==> src/rtl/uart_tx.sv <==
// uart_tx: serial transmitter, one bit per CLK period.
// Frame: start bit (0), DATA_WIDTH data bits LSB first, optional parity bit, stop bit (1).
// Ports:
//   CLK        - bit clock, all state on rising edge
//   RST        - synchronous active-high reset
//   P_DATA     - parallel word, latched on acceptance
//   DATA_VALID - word available; accepted only in idle
//   PAR_EN     - append parity bit (latched on acceptance)
//   PAR_TYP    - 0 even, 1 odd parity (latched on acceptance)
//   TX_OUT     - registered serial line, idle high
//   Busy       - registered, high while a frame is on the line
module uart_tx #(
    parameter int unsigned DATA_WIDTH = 8
) (
    input  logic                  CLK,
    input  logic                  RST,
    input  logic [DATA_WIDTH-1:0] P_DATA,
    input  logic                  DATA_VALID,
    input  logic                  PAR_EN,
    input  logic                  PAR_TYP,
    output logic                  TX_OUT,
    output logic                  Busy
);

    localparam int unsigned     CntW    = (DATA_WIDTH > 1) ? $clog2(DATA_WIDTH) : 1;
    localparam logic [CntW-1:0] LastBit = CntW'(DATA_WIDTH - 1);

    typedef enum logic [2:0] {
        StIdle,
        StStart,
        StData,
        StParity,
        StStop
    } state_e;

    state_e                  state_q, state_d;
    logic [CntW-1:0]         cnt_q, cnt_d;
    logic [DATA_WIDTH-1:0]   data_q, data_d;
    logic                    par_en_q, par_en_d;
    logic                    par_typ_q, par_typ_d;
    logic                    tx_q, tx_d;
    logic                    busy_q, busy_d;
    logic [CntW-1:0]         cnt_inc;
    logic                    parity_bit;

    assign cnt_inc    = cnt_q + CntW'(1);
    // Parity always from the latched word, never the live input.
    assign parity_bit = (^data_q) ^ par_typ_q;

    // Outputs are registered: tx_d/busy_d describe the cycle that begins at the next edge.
    always_comb begin
        state_d   = state_q;
        cnt_d     = cnt_q;
        data_d    = data_q;
        par_en_d  = par_en_q;
        par_typ_d = par_typ_q;
        tx_d      = 1'b1;
        busy_d    = 1'b0;

        case (state_q)
            StIdle: begin
                if (DATA_VALID) begin
                    state_d   = StStart;
                    data_d    = P_DATA;
                    par_en_d  = PAR_EN;
                    par_typ_d = PAR_TYP;
                    tx_d      = 1'b0;
                    busy_d    = 1'b1;
                end
            end
            StStart: begin
                state_d = StData;
                cnt_d   = '0;
                tx_d    = data_q[0];
                busy_d  = 1'b1;
            end
            StData: begin
                busy_d = 1'b1;
                if (cnt_q == LastBit) begin
                    if (par_en_q) begin
                        state_d = StParity;
                        tx_d    = parity_bit;
                    end else begin
                        state_d = StStop;
                        tx_d    = 1'b1;
                    end
                end else begin
                    cnt_d = cnt_inc;
                    tx_d  = data_q[cnt_inc];
                end
            end
            StParity: begin
                state_d = StStop;
                tx_d    = 1'b1;
                busy_d  = 1'b1;
            end
            StStop: begin
                // Returning to idle guarantees at least one idle cycle between frames.
                state_d = StIdle;
            end
            default: begin
                state_d = StIdle;
            end
        endcase
    end

    always_ff @(posedge CLK) begin
        if (RST) begin
            state_q   <= StIdle;
            cnt_q     <= '0;
            data_q    <= '0;
            par_en_q  <= 1'b0;
            par_typ_q <= 1'b0;
            tx_q      <= 1'b1;
            busy_q    <= 1'b0;
        end else begin
            state_q   <= state_d;
            cnt_q     <= cnt_d;
            data_q    <= data_d;
            par_en_q  <= par_en_d;
            par_typ_q <= par_typ_d;
            tx_q      <= tx_d;
            busy_q    <= busy_d;
        end
    end

    assign TX_OUT = tx_q;
    assign Busy   = busy_q;

endmodule

==> config.mk <==
export PLATFORM = sky130hd
export DESIGN_NAME = uart_tx
export DESIGN_NICKNAME = d
export VERILOG_FILES = /design/src/rtl/uart_tx.sv
export SDC_FILE = /design/constraint.sdc
export NUM_CORES = 1
export LEC_CHECK = 0
export CAP_MARGIN = 40
export CORE_UTILIZATION = 40
export DETAILED_ROUTE_END_ITERATION = 8
export GPL_TIMING_DRIVEN = 0
export HOLD_SLACK_MARGIN = 0.15
export PLACE_DENSITY = 0.59
export SLEW_MARGIN = 20
export SYNTH_ARGS = -nofsm -noshare
export SYNTH_HDL_FRONTEND = slang
export SYNTH_SLANG_ARGS = --single-unit
==> constraint.sdc <==
create_clock -name CLK -period 6.3 [get_ports CLK]
set_input_delay 0.945 -clock CLK [delete_from_list [all_inputs] [get_ports CLK]]
set_output_delay 0.945 -clock CLK [all_outputs]
set_load 0.03 [all_outputs]
# Word-level counts from Yosys, hierarchy flattened
# Cells that the tools add are included.
[op_classes]
add_sub_neg = 1
bitwise_logic = 1
n_reduce_logical = 7
n_eq_ne = 7
order_cmp = 1
n_mux = 14
[ops]
columns = ["cell", "n"]
rows = [
  ["two-way mux 3 bit", 4],
  ["one-hot mux 3 bit (4 select lines)", 1],
  ["XOR reduction 8 bit", 1],
  ["== test 3 x 2 -> 1 bit (second input constant)", 2],
  ["!= test 2 bit (second input constant)", 3],
  ["one-hot mux 3 bit (2 select lines)", 1],
  ["AND reduction 2 bit", 3],
  ["two-way mux 1 bit", 5],
  ["< comparator 3 x 4 -> 1 bit (second input constant)", 1],
  ["adder 3 x 1 -> 3 bit (second input constant)", 1],
  ["binary-select mux 1 bit (select 3 bit)", 1],
  ["== test 3 x 1 -> 1 bit (second input constant)", 1],
  ["== test 3 bit (second input constant)", 1],
  ["logical NOT 3 bit", 1],
  ["one-hot mux 1 bit (3 select lines)", 1],
  ["OR reduction 3 bit", 1],
  ["one-hot mux 1 bit (2 select lines)", 1],
  ["nonzero test 2 bit", 1],
  ["bitwise XOR 1 bit", 1],
]
[totals]
wordCells = 38
reg_bits = 18

# Longest topological paths before layout
# Gate-level depths: netlist of run 1.
[logic_depth]
ltp_word = 5
mapped_depth = 6
mapped_depth_nobuf = 6

# Worst setup path before layout of run 1
# No wires, ideal clock.
[synth_path]
kind = "reg2reg"
startpoint = "register cnt_q[0]"
endpoint = "register tx_q (netlist: TX_OUT)"
setup_ns = 0.120
slack_ns = 4.308
synth_period_minus_slack_ns = 1.992
arrival_ns = 1.872
n_path_buf = 0
path_stages_with_launch = 7
cell_sequence = "dfxtp_1 ha_1 ha_1 mux2_1 mux4_2 o211ai_1 a21oi_1"
[synth_via]
elab_chain_cells = 5
elab_cells_between_ends = 6
classes_between = "add/sub: 1; eq/ne: 1; mux: 4"
[synth_lines]
columns = ["element", "line", "rtl"]
rows = [
  ["start, declared", "37", "logic [CntW-1:0] cnt_q, cnt_d;"],
  ["start signal, assigned", "118", "cnt_q <= cnt_d;"],
  ["adder 3 x 1 -> 3 bit", "46", "assign cnt_inc = cnt_q + CntW'(1);"],
  ["binary-select mux 1 bit (select 3 bit)", "89", "tx_d = data_q[cnt_inc];"],
  ["two-way mux 1 bit (not written as such)", "89", ""],
  ["two-way mux 1 bit (*)", "79", "if (cnt_q == LastBit) begin"],
  ["one-hot mux 1 bit (3 select lines) (*)", "60", "case (state_q)"],
  ["end signal, assigned", "122", "tx_q <= tx_d;"],
  ["end, declared", "41", "logic tx_q, tx_d;"],
]
# Mark *: on every way between the ends. The rest lies on a longest branch, timed or not. The select of a mux whose other input is x is not followed.
# A chain may end at the register's enable or synchronous reset.

==> impl_metrics.csv, run 1 <==
group,metric,value,unit
placement,hpwl,1380,um
timing,layout_min_cycle_time,2.25,ns
run,cap_violations,0,
yosys,synthXorXnorAreaFrac,10.2,%
routing,drtIter0Drc,8,
floorplanning,dieWidth,50.3,um
layout,area_growth,21.2,%
yosys,synthesis.nets,116,
yosys,syn_avg_cell_area,9.25,um2
timing,hold_violations,0,
yosys,ys_top_cells_by_area,"dfxtp_1 (39%), nand2_1 (9.2%), a21oi_1 (8.6%), mux2_1 (4.8%), xnor3_1 (4.8%)",
pwr,peakVddDrop,0.103,mV
cts,clk-insertion-delay-late,0.29,ns
routing,vias_per_cell,5.14,
yosys,synth-simple-area-share,21.0,%
timing,fmax,444,MHz
yosys,synth_adder_area_share,2.68,%
layout,drive_above_1_share,10.2,%
yosys,yosysTopAreaCell,"dfxtp_1",
cts,h-tree-depth,1,
layout,diodes,0,
placement,place_congestion,0.791,
timing,grt_setup_unrepaired,"false",
yosys,yosysUniqueCellTypes,34,
cts,clkSinkCount,18,
layout,layout_common_cells,"nand2_1 (23), dfxtp_1 (18), a21oi_1 (16)",
cts,post_cts.repair.setup_buffers,0,
global_routing,grt_pass1_vias,770,
layout,fin_util,51.2,%
layout,fin_nets,135,
cts,numCtsBuffers,3,
layout,fill_cells,229,
yosys,synth_top_area_share,38.6,%
yosys,synth_top_family_by_area,"simple AND/OR/NAND/NOR gates",
routing,wirelength,1840,um
layout,stdcell_area,1130,um2
yosys,ys_warn_count,0,
pwr,leakage,0.000434,uW
cts,cts_resized,0,
floorplanning,core,2210,um2
routing,drtPass1Iterations,4,
yosys,synthesis.area,935,um2
critical_path,crit_arrival,2.47,ns
timing,fin_worst_skew,0.000768,ns
critical_path,critPathMaxFanout,6,
yosys,netlist_instances,101,
timing,period_share,35.8,%
critical_path,worst_setup_path_end_kind,"register",
floorplanning,rows,17,
cts,clockBufferDepth,2,
critical_path,critical_path.startpoint_type,"primary input",
placement,port_buffers,14,
cts,cts_hold_buf,0,
timing,slew_viol_final,0,
cts,path_clk_slew,0.10,ns
routing,wl_per_cell,12.6,um
global_routing,antenna_found_initial,0,
global_routing,grt_overflow,0,
yosys,synthMuxAreaShare,9.50,%
timing,setup_viol,0,
outcome,status,"finished, final reports clean",
timing,slew-limit-headroom,69.4,%
cts,cts_root_buffer,"clkbuf_4",
global_routing,grtUsageTotal,17.1,%
critical_path,critPathRequiredTime,6.52,ns
placement,placedInstanceArea,1110,um2
floorplanning,io_pins,15,
timing,worst-slew-pin-transition,0.459,ns
floorplanning,die-area,2530,um2
layout,final_common_cell,"nand2_1",
yosys,synth_compound_area_share,15.0,%
yosys,ys_seq_area_share,38.6,%
cts,tritoncts,"yes",
floorplanning,start_util,42.3,%
global_routing,grt_pass1_wl,3190,um
floorplanning,die_h,50.3,um
critical_path,crit_type,"in -> reg",
global_routing,grt_max_degree,11,
routing,drtAntennaViolNets,0,
worst_hold_path,hold_class,"reg -> reg",
timing,tns,0,ns
routing,drc,0,
yosys,ys_ff_latch,18,
pwr,power_density,210,nW/um2
routing,vias,750,
[cell type report]
class                           count  area [um2]  share of cell area, %
Sequential cell                    18         360                   31.8
Clock buffer                        3        22.5                   1.99
Timing Repair Buffer               14         140                   12.4
Multi-Input combinational cell     77         546                   48.2
Inverter                            1        3.75                  0.331
Tap cell                           28        35.0                   3.09
Buffer                              5        25.0                   2.21
[flip-flops by register name (all words and copies together), names as in the netlist]
name	count
Busy	1
TX_OUT	1
cnt_q	3
data_q	8
par_en_q	1
par_typ_q	1
state_q	3
[worst max-delay path: stages]
cell	delay (ns)
clkdlybuf4s50_1	0.61
or2_1	0.14
clkbuf_1	0.28
a2111oi_2	0.07
mux2_1	0.30
a21oi_1	0.14
[logic make-up after synthesis]
family,Yosys count
AOI/OAI and AO/OA,22
xor gates and xnor gates,6
buffers and inverters,6
DFF,18
adders and majority gates,2
and+or+nand+nor,40
muxes,7
[worst paths after layout]
kind         slack [ns]  depth (start not counted)              startpoint                      to
max                4.05                          6                     RST       TX_OUT$_SDFF_PP1_
min                0.47                          2  par_typ_q$_SDFFE_PP0P_  par_typ_q$_SDFFE_PP0P_
max reg2reg        4.09                          6   cnt_q[0]$_SDFFE_PP0P_       TX_OUT$_SDFF_PP1_
min reg2reg        0.47                          2  par_typ_q$_SDFFE_PP0P_  par_typ_q$_SDFFE_PP0P_
[cell usage after synthesis]
master and number:
or3b_4 1, dfxtp_1 18, buf_4 1, clkbuf_1 2, and2_1 1, or2b_1 1, nor3b_1 1, nor2_1 3
a31oi_1 1, nor4_1 1, nor3_1 1, nor2b_1 1, mux2_2 1, nor4b_1 1, mux4_2 1, o21bai_1 1
xor2_1 1, buf_2 2, nand4_1 2, a21oi_1 16, o211ai_1 1, nand2b_1 2, xor3_1 1, mux2i_1 1
or2_1 1, a2111oi_2 2, mux2_1 4, inv_1 1, xnor2_1 2, ha_1 2, nand2_1 23, a21oi_2 1
xnor3_1 2, or3b_1 1
[metal layers]
| metal | share of wire, % | track usage (%) |
|---|---|---|
| met4 | 2.8 | 10.6 |
| met2 | 46 | 27.3 |
| met5 | 0 | 0 |
| met1 | 47 | 20.8 |
| met3 | 3.3 | 3.33 |
[metrics by stage]
stage | power (uW) | setup slack (ns) | std cells | hold WS (ns)
after floorplan | 166 | 4.31 | 101 | 0.443
after global placement | 183 | 3.79 | 143 | 0.460
after detailed placement | 184 | 3.76 | 143 | 0.462
after CTS | 239 | 4.05 | 146 | 0.476
after global routing | 250 | 3.96 | 146 | 0.513
final | 237 | 4.05 | 146 | 0.474
[report_power, final]
part           leakage [uW]  switching [uW]  internal, uW
combinational      0.000273            24.8          30.0
clock             0.0000138            34.3          22.2
sequential         0.000148            5.53           121
Power figures use the tool's default switching activity.
==> run 2: changes to the inputs <==
==> constraint.sdc (replaced) <==
create_clock -name CLK -period 2.1 [get_ports CLK]
set_input_delay 0.315 -clock CLK [delete_from_list [all_inputs] [get_ports CLK]]
set_output_delay 0.315 -clock CLK [all_outputs]
set_load 0.03 [all_outputs]
==> impl_metrics.csv, run 2 (same netlist as run 1, synthesis figures left out) <==
group,metric,value,unit
outcome,status,"finished, final reports clean",
pwr,cellInternalPower,522,uW
layout,diodes,0,
critical_path,critical_path.startpoint_type,"register",
critical_path,crit_type,"reg -> reg",
cts,path_clk_slew,0.10,ns
critical_path,critPathMaxFanout,5,
critical_path,reg2reg_to,"TX_OUT$_SDFF_PP1_",
layout,fin_util,53.5,%
worst_hold_path,min_to,"par_typ_q$_SDFFE_PP0P_",
layout,top_regs,"data_q (8), cnt_q (3), state_q (3)",
cts,clk-insertion-delay-late,0.29,ns
layout,fill_cells,220,
routing,vias_per_cell,5.22,
critical_path,worst_setup_path_end_kind,"register",
cts,cts_root_buffer,"clkbuf_4",
layout,largest_reg_flops,8,
pwr,p_sw_share,27.1,%
routing,drtPass1Iterations,4,
run,cap_violations,0,
pwr,power.share.combinational,23.7,%
timing,fmax,492,MHz
placement,place_congestion,0.791,
global_routing,grt_pass1_wl,3200,um
layout,regMostFlops,"data_q",
critical_path,ff2ff_path_depth,6,
timing,setup_viol,0,
timing,worst-slew-pin-transition,0.457,ns
cts,clockBufferDepth,2,
placement,port_buffers,14,
pwr,p_total,716,uW
layout,final_common_cell,"nand2_1",
floorplanning,die-area,2530,um2
routing,drc,0,
floorplanning,rows,17,
cts,h-tree-depth,1,
routing,vias,767,
worst_hold_path,worstHoldPathCells,2,
timing,slew-limit-headroom,69.5,%
routing,wl_met3,60,um
critical_path,critPathRequiredTime,2.28,ns
global_routing,grt_pass1_vias,771,
timing,hold_violations,0,
pwr,leakage,0.000437,uW
floorplanning,die_h,50.3,um
global_routing,grtUsageTotal,17.1,%
layout,area_growth,26.6,%
critical_path,rrSetupSlack,0.07,ns
routing,wirelength,1900,um
global_routing,grt_overflow,0,
global_routing,antenna_found_initial,0,
cts,numCtsBuffers,3,
placement,post-place-ws,-0.110,ns
timing,slew_viol_final,0,
pwr,sequentialPowerShare,52.8,%
routing,drtAntennaViolNets,0,
timing,fin_worst_skew,0.00132,ns
pwr,peakVddDrop,0.309,mV
layout,fin_nets,136,
timing,layout_setup_ws,0.0660,ns
floorplanning,dieWidth,50.3,um
global_routing,grt_max_degree,11,
timing,grt_setup_unrepaired,"false",
placement,hpwl,1380,um
layout,drive_above_1_share,16.0,%
cts,clkSinkCount,18,
routing,drtIter0Drc,9,
timing,layout_min_cycle_time,2.03,ns
cts,tritoncts,"yes",
pwr,netSwitchingPower,194,uW
layout,layout_common_cells,"nand2_1 (23), dfxtp_1 (17), a21oi_1 (16)",
routing,met1_length,903,um
critical_path,worstReg2RegStart,"cnt_q[0]$_SDFFE_PP0P_",
routing,wl_per_cell,13.0,um
floorplanning,start_util,42.3,%
routing,wl_met2,894,um
pwr,power_density,605,nW/um2
timing,fin_hold_ws,0.474,ns
floorplanning,core,2210,um2
floorplanning,io_pins,15,
routing,top_layer_used,"met4",
worst_hold_path,hold_class,"reg -> reg",
pwr,clkPwrFrac,23.5,%
critical_path,crit_arrival,2.21,ns
timing,period_share,96.9,%
worst_hold_path,hp-start,"par_typ_q$_SDFFE_PP0P_",
==> run 2: cell count changes in the layout (fill, tap and decap cells not counted) <==
cell	change
dfxtp_4	+1
mux2_2	-1
buf_4	+1
mux2_1	-3
ha_4	+2
ha_1	-2
mux2_4	+4
dfxtp_1	-1
==> run 2: metal layers <==
| layer | up-vias | global-route usage [%] |
|---|---|---|
| met5 | - | 0 |
| met3 | 6 | 3.33 |
| met1 | 360 | 21.0 |
| met2 | 10 | 27.3 |
| met4 | 0 | 10.6 |
| li1 | 391 | - |
==> run 2: power groups by stage <==
stage          clock network [uW]  registers (uW)  logic, uW
2_1_floorplan                   0             390        108
3_3_place_gp                    0             387        163
3_5_place_dp                    0             387        165
4_1_cts                       173             379        166
5_1_grt                       187             382        186
6_report                      169             378        170
==> run 2: worst max-delay path by stage <==
stage	slack, ns	start	endpoint	depth (start not counted)
3_5_place_dp	-0.11	cnt_q[0]$_SDFFE_PP0P_	TX_OUT$_SDFF_PP1_	6
2_1_floorplan	0.11	cnt_q[0]$_SDFFE_PP0P_	TX_OUT$_SDFF_PP1_	6
4_1_cts	0.02	cnt_q[0]$_SDFFE_PP0P_	TX_OUT$_SDFF_PP1_	6
5_1_grt	0.02	cnt_q[0]$_SDFFE_PP0P_	TX_OUT$_SDFF_PP1_	6
6_report	0.07	cnt_q[0]$_SDFFE_PP0P_	TX_OUT$_SDFF_PP1_	6
3_3_place_gp	-0.06	cnt_q[0]$_SDFFE_PP0P_	TX_OUT$_SDFF_PP1_	6
==> run 2: timing repair <==
| action | in CTS | in global routing |
|---|---|---|
| pin swaps | 2 | 3 |
| hold buffers | 0 | 0 |
| setup buffers | 0 | 1 |
| resized for setup | 4 | 6 |
| endpoints found under the setup margin | 1 | 1 |
==> run 2: stage by stage <==
step | setup TNS [ns] | cell area [um2] | cells
global route | 0 | 1180 | 147
global placement | -0.0593 | 1110 | 143
CTS | 0 | 1150 | 146
finish | 0 | 1180 | 147
detailed placement | -0.110 | 1110 | 143
floorplan | 0 | 935 | 101
==> run 2: area by class of cell <==
cell class / count / area (um2) / share of cell area (%)
multi-input cells: 77 / 586 / 49.5
flip-flops and latches: 18 / 364 / 30.8
repair buffers: 15 / 148 / 12.5
well taps: 28 / 35.0 / 2.96
plain buffers: 5 / 25.0 / 2.11
clock buffers: 3 / 22.5 / 1.90
inverters: 1 / 3.75 / 0.317
==> run 2: worst max-delay path, cell delays in order (launching register included) <==
cell and delay, ns:
dfxtp_4 0.37, ha_4 0.16, ha_4 0.31, mux2_4 0.31, mux4_2 0.48, o211ai_1 0.19, a21oi_1 0.10
==> run 3: changes to the inputs <==
--- a/config.mk
+++ b/config.mk
@@ -8,6 +8,7 @@
 export CAP_MARGIN = 40
 export CORE_UTILIZATION = 40
 export DETAILED_ROUTE_END_ITERATION = 8
+export GPL_ROUTABILITY_DRIVEN = 1
 export GPL_TIMING_DRIVEN = 0
 export HOLD_SLACK_MARGIN = 0.15
 export PLACE_DENSITY = 0.59
==> results of run 3 <==
Final layout, timing and power as in run 2 (identical DEF).
